==> config.mk <==
export PLATFORM = sky130hd
export DESIGN_NAME = branch_redirect_controller_flat
export DESIGN_NICKNAME = d
export VERILOG_FILES = /design/src/rtl/branch_redirect_controller_if.sv /design/src/rtl/branch_redirect_controller.sv /design/src/flat_wrapper.sv
export SDC_FILE = /design/constraint.sdc
export NUM_CORES = 1
export LEC_CHECK = 0
export ABC_AREA = 1
export BUFFER_PORTS_ARGS = -buffer_cell sky130_fd_sc_hd__buf_2
export CORE_ASPECT_RATIO = 0.5
export CORE_MARGIN = 4
export CORE_UTILIZATION = 50
export CTS_BUF_LIST = sky130_fd_sc_hd__clkbuf_4 sky130_fd_sc_hd__clkbuf_8
export CTS_CLUSTER_SIZE = 8
export DETAILED_ROUTE_END_ITERATION = 7
export PLACE_DENSITY = 0.81
export SETUP_SLACK_MARGIN = 0.05
export SLEW_MARGIN = 20
export SYNTH_ARGS = -nofsm -noshare
export SYNTH_HDL_FRONTEND = slang
export SYNTH_SLANG_ARGS = --single-unit
==> constraint.sdc <==
create_clock -name clk -period 1.65 [get_ports clk]
set_input_delay 0.165 -clock clk [delete_from_list [all_inputs] [get_ports clk]]
set_output_delay 0.165 -clock clk [all_outputs]
set_load 0.02 [all_outputs]
==> src/rtl/branch_redirect_controller_if.sv <==
// Bundles the branch-resolution inputs, the fetch redirect handshake and pipeline control.
// Optional stats counters appear only when BRANCH_STATS_EN is defined.
interface branch_redirect_controller_if #(
    parameter int ADDR_WIDTH = 32
);
    logic                  exValid;
    logic                  exIsBranch;
    logic                  exTaken;
    logic [ADDR_WIDTH-1:0] exTarget;
    logic [ADDR_WIDTH-1:0] exPc;
    logic                  exPredTaken;
    logic [ADDR_WIDTH-1:0] exPredTarget;
    logic                  redirectReady;
    logic                  redirectValid;
    logic [ADDR_WIDTH-1:0] redirectPc;
    logic                  flush;
    logic                  stall;
    logic                  misalignValid;
    logic [ADDR_WIDTH-1:0] misalignPc;
`ifdef BRANCH_STATS_EN
    logic [31:0]           mispredictCount;
    logic [31:0]           branchCount;

    modport master (
        output exValid, exIsBranch, exTaken, exTarget, exPc, exPredTaken, exPredTarget,
        output redirectReady,
        input  redirectValid, redirectPc, flush, stall, misalignValid, misalignPc,
        input  mispredictCount, branchCount
    );
    modport slave (
        input  exValid, exIsBranch, exTaken, exTarget, exPc, exPredTaken, exPredTarget,
        input  redirectReady,
        output redirectValid, redirectPc, flush, stall, misalignValid, misalignPc,
        output mispredictCount, branchCount
    );
`else
    modport master (
        output exValid, exIsBranch, exTaken, exTarget, exPc, exPredTaken, exPredTarget,
        output redirectReady,
        input  redirectValid, redirectPc, flush, stall, misalignValid, misalignPc
    );
    modport slave (
        input  exValid, exIsBranch, exTaken, exTarget, exPc, exPredTaken, exPredTarget,
        input  redirectReady,
        output redirectValid, redirectPc, flush, stall, misalignValid, misalignPc
    );
`endif
endinterface

==> src/rtl/branch_redirect_controller.sv <==
// Front-end recovery sequencer: redirect fetch on a branch mispredict, then flush/stall for a drain window.
// Define BRANCH_STATS_EN to add the branch and mispredict counters.
module branch_redirect_controller #(
    parameter int DRAIN_CYCLES = 2,
    parameter int ADDR_WIDTH   = 32
) (
    input  logic                          clk,
    input  logic                          rst,
    branch_redirect_controller_if.slave   bus
);
    typedef enum logic [1:0] {
        IDLE     = 2'd0,
        REDIRECT = 2'd1,
        DRAIN    = 2'd2
    } state_t;

    localparam logic [3:0] DRAIN_LOAD = 4'(DRAIN_CYCLES - 1);

    state_t                state_q, state_d;
    logic [3:0]            drain_cnt_q, drain_cnt_d;
    logic [ADDR_WIDTH-1:0] redirect_pc_q, redirect_pc_d;
    logic                  redirect_valid_q;
    logic                  flush_q;
    logic                  stall_q;
    logic                  misalign_valid_q;
    logic [ADDR_WIDTH-1:0] misalign_pc_q, misalign_pc_d;

    logic                  resolve;
    logic                  fault;
    logic                  mispredict;
    logic [ADDR_WIDTH-1:0] recovery_pc;

    always_comb begin
        resolve     = bus.exValid && bus.exIsBranch && (state_q == IDLE);
        fault       = resolve && bus.exTaken && bus.exTarget[1];
        mispredict  = resolve && ((bus.exTaken != bus.exPredTaken) ||
                                  (bus.exTaken && (bus.exTarget != bus.exPredTarget)));
        recovery_pc = bus.exTaken ? bus.exTarget : (bus.exPc + ADDR_WIDTH'(4));
    end

    always_comb begin
        state_d       = state_q;
        drain_cnt_d   = drain_cnt_q;
        redirect_pc_d = redirect_pc_q;
        misalign_pc_d = fault ? bus.exPc : misalign_pc_q;
        case (state_q)
            IDLE: begin
                // A misaligned taken target is reported instead of redirected
                if (mispredict && !fault) begin
                    state_d       = REDIRECT;
                    redirect_pc_d = recovery_pc;
                end
            end
            REDIRECT: begin
                if (bus.redirectReady) begin
                    state_d     = DRAIN;
                    drain_cnt_d = DRAIN_LOAD;
                end
            end
            DRAIN: begin
                if (drain_cnt_q == 4'd0) begin
                    state_d = IDLE;
                end else begin
                    drain_cnt_d = drain_cnt_q - 4'd1;
                end
            end
            default: state_d = IDLE;
        endcase
    end

    always_ff @(posedge clk) begin
        if (rst) begin
            state_q          <= IDLE;
            drain_cnt_q      <= '0;
            redirect_pc_q    <= '0;
            redirect_valid_q <= 1'b0;
            flush_q          <= 1'b0;
            stall_q          <= 1'b0;
            misalign_valid_q <= 1'b0;
            misalign_pc_q    <= '0;
        end else begin
            state_q          <= state_d;
            drain_cnt_q      <= drain_cnt_d;
            redirect_pc_q    <= redirect_pc_d;
            redirect_valid_q <= (state_d == REDIRECT);
            flush_q          <= (state_d != IDLE);
            stall_q          <= (state_d != IDLE);
            misalign_valid_q <= fault;
            misalign_pc_q    <= misalign_pc_d;
        end
    end

    assign bus.redirectValid = redirect_valid_q;
    assign bus.redirectPc    = redirect_pc_q;
    assign bus.flush         = flush_q;
    assign bus.stall         = stall_q;
    assign bus.misalignValid = misalign_valid_q;
    assign bus.misalignPc    = misalign_pc_q;

`ifdef BRANCH_STATS_EN
    logic [31:0] branch_count_q;
    logic [31:0] mispredict_count_q;

    always_ff @(posedge clk) begin
        if (rst) begin
            branch_count_q     <= '0;
            mispredict_count_q <= '0;
        end else begin
            if (resolve) begin
                branch_count_q <= branch_count_q + 32'd1;
            end
            if (mispredict && !fault) begin
                mispredict_count_q <= mispredict_count_q + 32'd1;
            end
        end
    end

    assign bus.branchCount     = branch_count_q;
    assign bus.mispredictCount = mispredict_count_q;
`endif
endmodule

==> src/flat_wrapper.sv <==
// flat-port wrapper written by rule: the top's interface ports become plain ports
module branch_redirect_controller_flat 
#(
    parameter int DRAIN_CYCLES = 2,
    parameter int ADDR_WIDTH   = 32
)
  (clk, rst, bus_exValid, bus_exIsBranch, bus_exTaken, bus_exTarget, bus_exPc, bus_exPredTaken, bus_exPredTarget, bus_redirectReady, bus_redirectValid, bus_redirectPc, bus_flush, bus_stall, bus_misalignValid, bus_misalignPc);
  branch_redirect_controller_if #(.ADDR_WIDTH(ADDR_WIDTH)) bus_i ();
  input  logic clk;
  input  logic rst;
  input wire logic [$bits(bus_i.exValid)-1:0] bus_exValid;
  input wire logic [$bits(bus_i.exIsBranch)-1:0] bus_exIsBranch;
  input wire logic [$bits(bus_i.exTaken)-1:0] bus_exTaken;
  input wire logic [$bits(bus_i.exTarget)-1:0] bus_exTarget;
  input wire logic [$bits(bus_i.exPc)-1:0] bus_exPc;
  input wire logic [$bits(bus_i.exPredTaken)-1:0] bus_exPredTaken;
  input wire logic [$bits(bus_i.exPredTarget)-1:0] bus_exPredTarget;
  input wire logic [$bits(bus_i.redirectReady)-1:0] bus_redirectReady;
  output wire logic [$bits(bus_i.redirectValid)-1:0] bus_redirectValid;
  output wire logic [$bits(bus_i.redirectPc)-1:0] bus_redirectPc;
  output wire logic [$bits(bus_i.flush)-1:0] bus_flush;
  output wire logic [$bits(bus_i.stall)-1:0] bus_stall;
  output wire logic [$bits(bus_i.misalignValid)-1:0] bus_misalignValid;
  output wire logic [$bits(bus_i.misalignPc)-1:0] bus_misalignPc;
  assign bus_i.exValid = bus_exValid;
  assign bus_i.exIsBranch = bus_exIsBranch;
  assign bus_i.exTaken = bus_exTaken;
  assign bus_i.exTarget = bus_exTarget;
  assign bus_i.exPc = bus_exPc;
  assign bus_i.exPredTaken = bus_exPredTaken;
  assign bus_i.exPredTarget = bus_exPredTarget;
  assign bus_i.redirectReady = bus_redirectReady;
  assign bus_redirectValid = bus_i.redirectValid;
  assign bus_redirectPc = bus_i.redirectPc;
  assign bus_flush = bus_i.flush;
  assign bus_stall = bus_i.stall;
  assign bus_misalignValid = bus_i.misalignValid;
  assign bus_misalignPc = bus_i.misalignPc;
  branch_redirect_controller #(.DRAIN_CYCLES(DRAIN_CYCLES), .ADDR_WIDTH(ADDR_WIDTH)) u_core (.clk(clk), .rst(rst), .bus(bus_i));
endmodule
==> out/results.tsv <==
metric	value	unit
status	complete, no violations	
top_layer_used	met4	
cts.htree.levels	3	
cp.required	1.90	ns
holdCritStartpoint	bus_exPc[1]	
route.met2.wl	6.13	mm
start_kind	flop	
finalSetupViolations	0	
fillCellCount	828	
endpoint_kind	flop	
synthArstFlopShare	0	
slew_viol_final	0	
regToRegStartpoint	u_core.state_q[0]	
avgSynthCellArea	6.05	um2
num_rows	24	
place_area	5490	um2
whs_endpoint	u_core.bus.misalignPc[1]	
cts_hold_buf	0	
fp.dieH	75.0	um
synth_edf_count	0	
hold_violations	0	
syn-num-nets	849	
die_w	142	um
synth_most_common_cell	nand2_1	
ir_drop	0.000441	V
netlist_top_cells_count	nand2_1 (214), inv_1 (107), nor2_1 (101), dfxtp_1 (73), o21ai_0 (59)	
io_pins	171	
dieArea	10700	um2
grt_max_degree	66	
gp_congestion	0.962	
route.met3.wl	1.47	mm
cts-root-buf	clkbuf_8	
r2r-end	u_core.bus.misalignPc[12]	
power.leakage	2.94	nW
seqCellArea	1460	um2
tightest_slew	0.442	ns
hold_class	in -> reg	
crit_type	reg -> reg	
cp_cell_sequence	inv_1, nand4_1, or2_2, buf_12, o21ai_0, a21oi_1	
syn_inst	743	
cts_tree	yes	
post-route-period-util	0.930	
drt-total-wl	14.4	mm
clk_pin_slew	0.07	ns
cts.sinks	73	
grt_first_pass_wirelength	21.6	mm
cpPeakStageDelay	0.34	ns
critPathTopFamily	simple AND/OR/NAND/NOR gates	
n_antenna_cell	0	
yosys.area.top_type	dfxtp_1	
maxCapViolCount	0	
via_per_inst	4.96	
yosysSeqAreaShare	0.325	
hpwl	11.4	mm
drc_errors	0	
drt-initial-drc-count	483	
cts_buffers	9	
syn-cell-area	4490	um2
cp.arrival	1.78	ns
clockBufferDepth	2	
ant_nets	0	
post_cts_buffers	0	
startpoint	u_core.state_q[0]	
wire_per_inst	14.0	um
yosys-top-cells-area	dfxtp_1 (33%), nand2_1 (18%), inv_1 (8.9%), nor2_1 (8.4%), o21ai_0 (6.6%)	
slew_headroom	0.702	
rsz0062_at_grt	true	
cp_num_buf_inv	2	
fin_area	5730	um2
yosys_warnings	0	
grt_antenna_before_repair	0	
ff2ff_setup_slack	0.12	ns
worst-path-max-fanout	65	
drive_gt1_frac	0.240	
fmax	652	MHz
portBuffers	170	
core	8740	um2
vias	5123	
fin_nets	1017	
period_needed	1.53	ns
synth_seq_cells	73	
areaGrowthSynthToFinish	27.5	%
hold_depth	3	
ys_types	27	
grt_overflow	0	
drtPass1Iterations	5	
clock_skew	0.00490	ns
powerDensity	777	nW/um2
p_total	4.45	mW
multi_input_area	2480	um2
initial_core_util	0.514	
rr_worst_depth	6	
grt_use_total	0.260	
synth_top_area_share	0.325	
crit_slowest_cell	or2_2	
synthFlopType	dfxtp_1	
grt_pass1_vias	4337	
clock_latency	0.36	ns
m1WireLength	6.65	mm
worst reg2reg max path, delay by kind of cell (launching register included):
family / cells / cell delay, ns
DFF: 1 / 0.30
and+or+nand+nor: 2 / 0.52
AOI/OAI and AO/OA: 2 / 0.29
buffers and inverters: 2 / 0.30
power by group:
part	internal [mW]	switching, mW
clock network	0.951	0.687
registers	1.84	0.0430
logic	0.347	0.583
cell usage in the layout (no fill, tap or decap), types with 12 or more instances in the layout:
| cell | n |
|---|---|
| inv_1 | 107 |
| nand2_1 | 214 |
| o21ai_1 | 12 |
| nor2_2 | 12 |
| dfxtp_1 | 73 |
| a21oi_1 | 52 |
| o21ai_0 | 47 |
| nor2_1 | 101 |
| nand3_1 | 37 |
| xnor2_1 | 13 |
| buf_4 | 12 |
| o21bai_1 | 14 |
| buf_2 | 170 |
sequential cells by signal (all words and copies together) (netlist names):
register / flops
u_core.bus.redirectPc: 32
u_core.drain_cnt_q: 4
u_core.bus.misalignPc: 32
u_core.state_q: 2
u_core.bus.misalignValid: 1
u_core.bus.redirectValid: 1
u_core.bus.flush: 1
worst max-delay path by stage:
stage	to	slack (ns)	depth (start not counted)
finish	u_core.bus.misalignPc[12]	0.12	6
global route	u_core.bus.misalignPc[28]	0.05	6
CTS	u_core.bus.misalignPc[10]	0.11	6
detailed placement	u_core.bus.redirectPc[10]	-0.07	12
global placement	u_core.bus.redirectPc[14]	-0.04	11
floorplan	u_core.bus.misalignPc[22]	0.21	7
cell families (layout without fill, tap and decap cells):
| logic type | Yosys count | after routing | synth area share |
|---|---|---|---|
| AO/OA/AOI/OAI | 127 | 127 | 0.150 |
| XOR/XNOR | 21 | 21 | 0.0409 |
| adder cells (fa/ha/maj) | 3 | 3 | 0.00836 |
| buffers and inverters | 136 | 309 | 0.123 |
| flip-flops | 73 | 73 | 0.325 |
| AND/OR/NAND/NOR | 383 | 383 | 0.352 |
routing by layer:
metal  vias to the layer above  global-route usage
met4                         0              0.0649
met1                      2249               0.374
met2                       211               0.380
li1                       2642                   -
met3                        21              0.0787
met5                         -                   0
area by class of cell:
type	count	share of cell area
tap	117	0.0256
timing repair buffer	185	0.175
clock inverter	4	0.0131
clock buffer	12	0.0277
sequential	73	0.255
multi-input combinational	534	0.433
inverter	108	0.0712
timing repair:
action	in CTS	in global routing
setup endpoints to repair	0	12
resized for setup	0	12
hold endpoints to repair	0	0
stage by stage:
step	cells	setup slack, ns	util	setup TNS (ns)	hold WS (ns)
detailed placement	1017	-0.0713	0.629	-1.43	0.431
global route	1033	0.0495	0.655	0	0.124
floorplan	743	0.206	-	0	0.358
global placement	1017	-0.0439	0.629	-0.163	0.427
CTS	1033	0.107	0.655	0	0.103
finish	1033	0.116	0.655	0	0.108
(Power assumes the default switching activity.)
